$ cat src/rtl/mult_acc_unit.sv
// Multiply-accumulate stage: sums N_SAMPLES signed 32-bit products into a signed
// ACC_W accumulator and presents each finished sum on a valid/ready port.
module mult_acc_unit #(
  parameter int ACC_W     = 40,
  parameter int N_SAMPLES = 16,
  parameter bit SAT_EN    = 1'b1
) (
  input  logic                    clk,
  input  logic                    rst,
  input  logic signed [31:0]      C_NUM,
  input  logic                    prod_valid,
  output logic                    prod_ready,
  input  logic                    acc_clr,
  output logic signed [ACC_W-1:0] acc_out,
  output logic                    acc_valid,
  input  logic                    acc_ready,
  output logic                    acc_ovf
);

  localparam int CNT_W = $clog2(N_SAMPLES + 1);

  localparam logic [0:0] ST_ACCUM = 1'b0;
  localparam logic [0:0] ST_HOLD  = 1'b1;

  localparam logic [ACC_W-1:0] ACC_MAX = {1'b0, {(ACC_W-1){1'b1}}};
  localparam logic [ACC_W-1:0] ACC_MIN = {1'b1, {(ACC_W-1){1'b0}}};

  logic [0:0]       state_q, state_d;
  logic [ACC_W-1:0] acc_q, acc_d;
  logic [CNT_W-1:0] cnt_q, cnt_d;
  logic             ovf_sticky_q, ovf_sticky_d;
  logic [ACC_W-1:0] acc_out_q, acc_out_d;
  logic             acc_valid_q, acc_valid_d;
  logic             acc_ovf_q, acc_ovf_d;

  logic [ACC_W:0]   sum_ext_s;
  logic             ovf_s;
  logic [ACC_W-1:0] sum_sel_s;
  logic             accept_s;
  logic             last_s;

  // One extra bit of headroom makes signed overflow a disagreement of the top two bits.
  assign sum_ext_s = {acc_q[ACC_W-1], acc_q} + {{(ACC_W-31){C_NUM[31]}}, C_NUM};
  assign ovf_s     = sum_ext_s[ACC_W] ^ sum_ext_s[ACC_W-1];
  assign accept_s  = prod_valid & prod_ready;
  assign last_s    = (cnt_q == CNT_W'(N_SAMPLES - 1));

  assign prod_ready = (state_q == ST_ACCUM) & ~acc_clr;
  assign acc_out    = acc_out_q;
  assign acc_valid  = acc_valid_q;
  assign acc_ovf    = acc_ovf_q;

  // Saturate or wrap the candidate sum.
  always_comb begin
    sum_sel_s = sum_ext_s[ACC_W-1:0];
    if (ovf_s && (SAT_EN == 1'b1)) begin
      if (sum_ext_s[ACC_W]) begin
        sum_sel_s = ACC_MIN;
      end else begin
        sum_sel_s = ACC_MAX;
      end
    end else begin
      sum_sel_s = sum_ext_s[ACC_W-1:0];
    end
  end

  // Next-state logic for accumulation and result hand-off.
  always_comb begin
    state_d      = state_q;
    acc_d        = acc_q;
    cnt_d        = cnt_q;
    ovf_sticky_d = ovf_sticky_q;
    acc_out_d    = acc_out_q;
    acc_valid_d  = acc_valid_q;
    acc_ovf_d    = acc_ovf_q;
    case (state_q)
      ST_ACCUM: begin
        if (acc_clr) begin
          acc_d        = {ACC_W{1'b0}};
          cnt_d        = {CNT_W{1'b0}};
          ovf_sticky_d = 1'b0;
        end else if (accept_s) begin
          if (last_s) begin
            acc_out_d    = sum_sel_s;
            acc_ovf_d    = ovf_sticky_q | ovf_s;
            acc_valid_d  = 1'b1;
            state_d      = ST_HOLD;
            acc_d        = {ACC_W{1'b0}};
            cnt_d        = {CNT_W{1'b0}};
            ovf_sticky_d = 1'b0;
          end else begin
            acc_d        = sum_sel_s;
            cnt_d        = cnt_q + CNT_W'(1);
            ovf_sticky_d = ovf_sticky_q | ovf_s;
          end
        end else begin
          state_d = ST_ACCUM;
        end
      end
      ST_HOLD: begin
        // acc_clr is deliberately ignored here: a finished result is only released by acc_ready.
        if (acc_ready) begin
          acc_valid_d = 1'b0;
          state_d     = ST_ACCUM;
        end else begin
          state_d = ST_HOLD;
        end
      end
      default: begin
        state_d      = ST_ACCUM;
        acc_d        = {ACC_W{1'b0}};
        cnt_d        = {CNT_W{1'b0}};
        ovf_sticky_d = 1'b0;
        acc_valid_d  = 1'b0;
      end
    endcase
  end

  // State and output registers.
  always_ff @(posedge clk or posedge rst) begin
    if (rst) begin
      state_q      <= ST_ACCUM;
      acc_q        <= {ACC_W{1'b0}};
      cnt_q        <= {CNT_W{1'b0}};
      ovf_sticky_q <= 1'b0;
      acc_out_q    <= {ACC_W{1'b0}};
      acc_valid_q  <= 1'b0;
      acc_ovf_q    <= 1'b0;
    end else begin
      state_q      <= state_d;
      acc_q        <= acc_d;
      cnt_q        <= cnt_d;
      ovf_sticky_q <= ovf_sticky_d;
      acc_out_q    <= acc_out_d;
      acc_valid_q  <= acc_valid_d;
      acc_ovf_q    <= acc_ovf_d;
    end
  end

endmodule

$ cat config.mk
export PLATFORM = sky130hd
export DESIGN_NAME = mult_acc_unit
export DESIGN_NICKNAME = d
export VERILOG_FILES = /design/src/rtl/mult_acc_unit.sv
export SDC_FILE = /design/constraint.sdc
export NUM_CORES = 1
export LEC_CHECK = 0
export ABC_AREA = 1
export CORE_UTILIZATION = 52
export DETAILED_ROUTE_END_ITERATION = 8
export HOLD_SLACK_MARGIN = 0.15
export PLACE_DENSITY = 0.8
export SETUP_SLACK_MARGIN = 0.15
export SLEW_MARGIN = 20
export SYNTH_ARGS = -nofsm -noshare
export SYNTH_HDL_FRONTEND = slang
export SYNTH_SLANG_ARGS = --single-unit
$ cat constraint.sdc
create_clock -name clk -period 2.5 [get_ports clk]
set_input_delay 0.25 -clock clk [delete_from_list [all_inputs] [get_ports clk]]
set_output_delay 0.25 -clock clk [all_outputs]
set_load 0.02 [all_outputs]
==> reports/metrics.yaml <==
power:
  p_leak_nw: 5.40
  p_seq_share_pct: 19.6
  p_int_mw: 5.17
  clockPowerShare_pct: 16.9
  power_frac_comb_pct: 63.5
  power.share.switching_pct: 43.7
  power.density_mw_per_mm2: 861
  p_switching_mw: 4.02
  vdd_drop_max_v: 0.000614
grt:
  grt_usage_pct: 35.4
  first_global_vias: 7741
  grt_overflow: 0
  grt_max_degree: 90
  antenna_found_initial: 0
  grt_pass1_wl_um: 38800
yosys:
  syn_avg_cell_area_sq_um: 7.04
  synth_ff_type: "dfrtp_1"
  synth_fp_nets: 1074
  ys_ff_latch: 89
  synth_edf_count: 0
  yosysWarnings: 0
  async_flop_share_pct: 100
  yosysSeqAreaShare_pct: 31.8
  yosys.area.top_type: "dfrtp_1"
  synthesis.area_sq_mm: 0.00701
  post_synth_main_area_contributors: "dfrtp_1 (32%), nand2_1 (21%), ha_1 (7.3%)"
  netlist_instances: 995
  synth.distinct_cells: 37
  synth_top_cell_area_share_pct: 31.8
floorplan:
  fp.dieW_um: 118
  io_pins: 80
  coreArea_sq_mm: 0.0132
  start_util_pct: 53.1
  dieArea_sq_mm: 0.0139
  rows: 42
  die_h_um: 118
sta:
  fin_skew_ns: 0.0134
  max-slew-margin-rel_pct: 67.7
  drv_slew: 0
  fin_ws_ns: -0.0193
  max_freq_mhz: 397
  min_period_ns: 2.52
  whs_ns: 0.383
  hold_viol: 0
  period_share_pct: 101
  rsz0062_at_grt: "yes"
  tightest_slew_ns: 0.485
  tns_ns: -0.0952
  final-setup-viol-count: 9
finish:
  final_cell_count_no_fill: 1444
  fin_util_pct: 80.8
  nets: 1342
  syn_to_final_growth_pct: 52.1
  diodes: 0
  drive_gt1_share_pct: 33.6
routing:
  drcViolationCount: 0
  avgViaCountPerCell: 5.44
  routedWlPerCell_um: 17.5
  first_pass_iters: 5
  ant_nets: 0
  via_count: 7858
  drtIter0Drc: 627
  drt-total-wl_um: 25200
place:
  dp_worst_setup_slack_ns: -0.452
  portBuffers: 79
  dp.cells: 1408
  dp_hpwl_um: 16800
  gp_congestion: 0.935
clock_tree:
  cts_tree: "built"
  clk_pin_slew_ns: 0.08
  cts-htree-levels: 3
  clock_latency_ns: 0.36
  cts-root-buf: "clkbuf_16"
  hold_buffers: 0
  clock_path_buffers: 2
  cts_buffers: 9
  clock-sinks: 89
setup_path:
  cpMaxStageDelayCell: "dfrtp_1"
  r2r_start: "acc_q[5]"
  worstSetupPathType: "flip-flop to flip-flop"
  crit_chain: "ha_4 > nand2_2 > nor2_1 > nand3_1 > nand2_2 > nand2_1 > nand3_2 > nand2_4 > nand2_2 > nand2_1 > nand2_4 > nand2_8 > o21ai_1 > nand2_1 > nand2_1"
  start_kind: "flip-flop"
  cpPeakStageDelay_ns: 0.44
  worstReg2RegEnd: "acc_q[4]"
  rrSetupSlack_ns: -0.02
  ff2ff_path_depth: 15
  cp_common_cell: "nand2_1"
  critPathArrivalTime_ns: 2.82
  endpoint_kind: "flip-flop"
  worstPathRequired_ns: 2.80
  path_max_fanout: 9
job:
  maxCapViolCount: 0
min_path:
  hp-class: "input port to async pin"
run_status:
  violations: "negative setup slack"
  status: "complete, but fails checks"
## synthesized netlist by cell type, types with 2 or more instances
| library cell | number |
|---|---|
| buf_12 | 2 |
| a31oi_1 | 3 |
| nor3_1 | 8 |
| nand2_1 | 392 |
| ha_1 | 41 |
| o21ai_2 | 11 |
| o21bai_1 | 11 |
| nand4_1 | 8 |
| xor2_1 | 20 |
| clkbuf_1 | 10 |
| buf_2 | 7 |
| a21oi_2 | 3 |
| buf_6 | 6 |
| nor2_4 | 3 |
| xnor2_1 | 5 |
| o21ai_0 | 28 |
| nand2_4 | 20 |
| inv_2 | 3 |
| nor4_1 | 2 |
| a21oi_1 | 45 |
| inv_1 | 88 |
| nand3_1 | 27 |
| a31oi_2 | 20 |
| dfrtp_1 | 89 |
| nor2_2 | 3 |
| o21ai_1 | 3 |
| nand2_2 | 22 |
| nor2_1 | 92 |
| o21a_1 | 7 |
| a21o_1 | 3 |
| nand3b_1 | 6 |
| nand3_2 | 2 |
## worst max-delay path, delay by kind of cell, from the launching register on
family,cells,cell delay (ns)
adders and majority gates,1,0.32
and+or+nand+nor,13,1.50
DFF,1,0.44
AOI/OAI and AO/OA,1,0.18
## cell usage in the layout (no fill, tap or decap), types with 7 or more instances in the layout
cell	synthesis	routed
clkdlybuf4s50_1	0	78
o21a_1	7	7
ha_1	41	8
buf_12	2	7
o21ai_2	11	10
nand2_2	22	49
o21bai_1	11	9
a21oi_2	3	23
nand3_1	27	21
buf_4	0	185
nor2_2	3	11
nand4_1	8	8
a31oi_2	20	20
clkbuf_16	0	10
dfrtp_1	89	89
nand2_1	392	355
o21ai_0	28	22
ha_4	0	32
inv_1	88	85
nor2_1	92	83
xor2_1	20	19
buf_6	6	8
a21oi_1	45	23
nand2_4	20	28
## per-layer routing
layer  share of wire (%)  vias to the layer above  GRT usage (%)
met5                   0                        -              0
met4                 2.7                        0           11.0
met3                 6.2                       55           4.94
met2                  49                      324           60.7
met1                  42                     3764           46.0
li1                    -                     3715              -
## cell type report
cell class,count,area [sq um]
timing repair buffer,280,2430
clock buffer,9,225
tap,176,220
inverter,91,348
sequential,89,2230
fill,851,2530
clock inverter,7,106
multi-input combinational,792,5100
## kinds of logic (layout without fill, tap and decap cells)
logic type	after synthesis	after routing	share of synthesized area (%)
fa+ha+maj	42	42	7.61
simple gates	587	589	36.5
buf+inv	116	387	7.45
compound gates	136	136	13.5
xor+xnor	25	25	3.12
flops	89	89	31.8
## sequential cells by signal (all words and copies together) (netlist names)
name / flops
acc_valid: 1
cnt_q: 5
ovf_sticky_q: 1
acc_ovf: 1
acc_out: 40
state_q: 1
acc_q: 40
## through the flow
| step | power [mW] | instance area (sq um) |
|---|---|---|
| after floorplan | 4.56 | 7010 |
| after global placement | 6.34 | 9320 |
| after detailed placement | 6.43 | 9320 |
| after CTS | 8.58 | 10300 |
| after global routing | 9.65 | 10700 |
| final | 9.18 | 10700 |
## power groups by stage
stage          sequential, mW  combinational (mW)  clock [mW]
6_report                 1.80                5.83        1.55
5_1_grt                  1.81                6.22        1.61
4_1_cts                  1.77                5.26        1.55
3_5_place_dp             1.75                4.68           0
3_3_place_gp             1.75                4.59           0
2_1_floorplan            1.71                2.85           0
## how the worst max path moves through the flow
| stage | start | end | depth (start not counted) |
|---|---|---|---|
| after floorplan | acc_q[0] | acc_q[12] | 20 |
| after global placement | C_NUM[0] | acc_q[28] | 18 |
| after detailed placement | C_NUM[31] | acc_q[4] | 14 |
| after CTS | acc_q[0] | acc_q[21] | 18 |
| after global routing | acc_q[3] | acc_q[22] | 16 |
| final | acc_q[5] | acc_q[4] | 15 |
## timing repair
action	CTS	global route
pin swaps	10	26
buffers inserted	11	5
resized for setup	101	59
setup endpoints to repair	80	82
gates cloned	3	1
(Power assumes the default switching activity.)
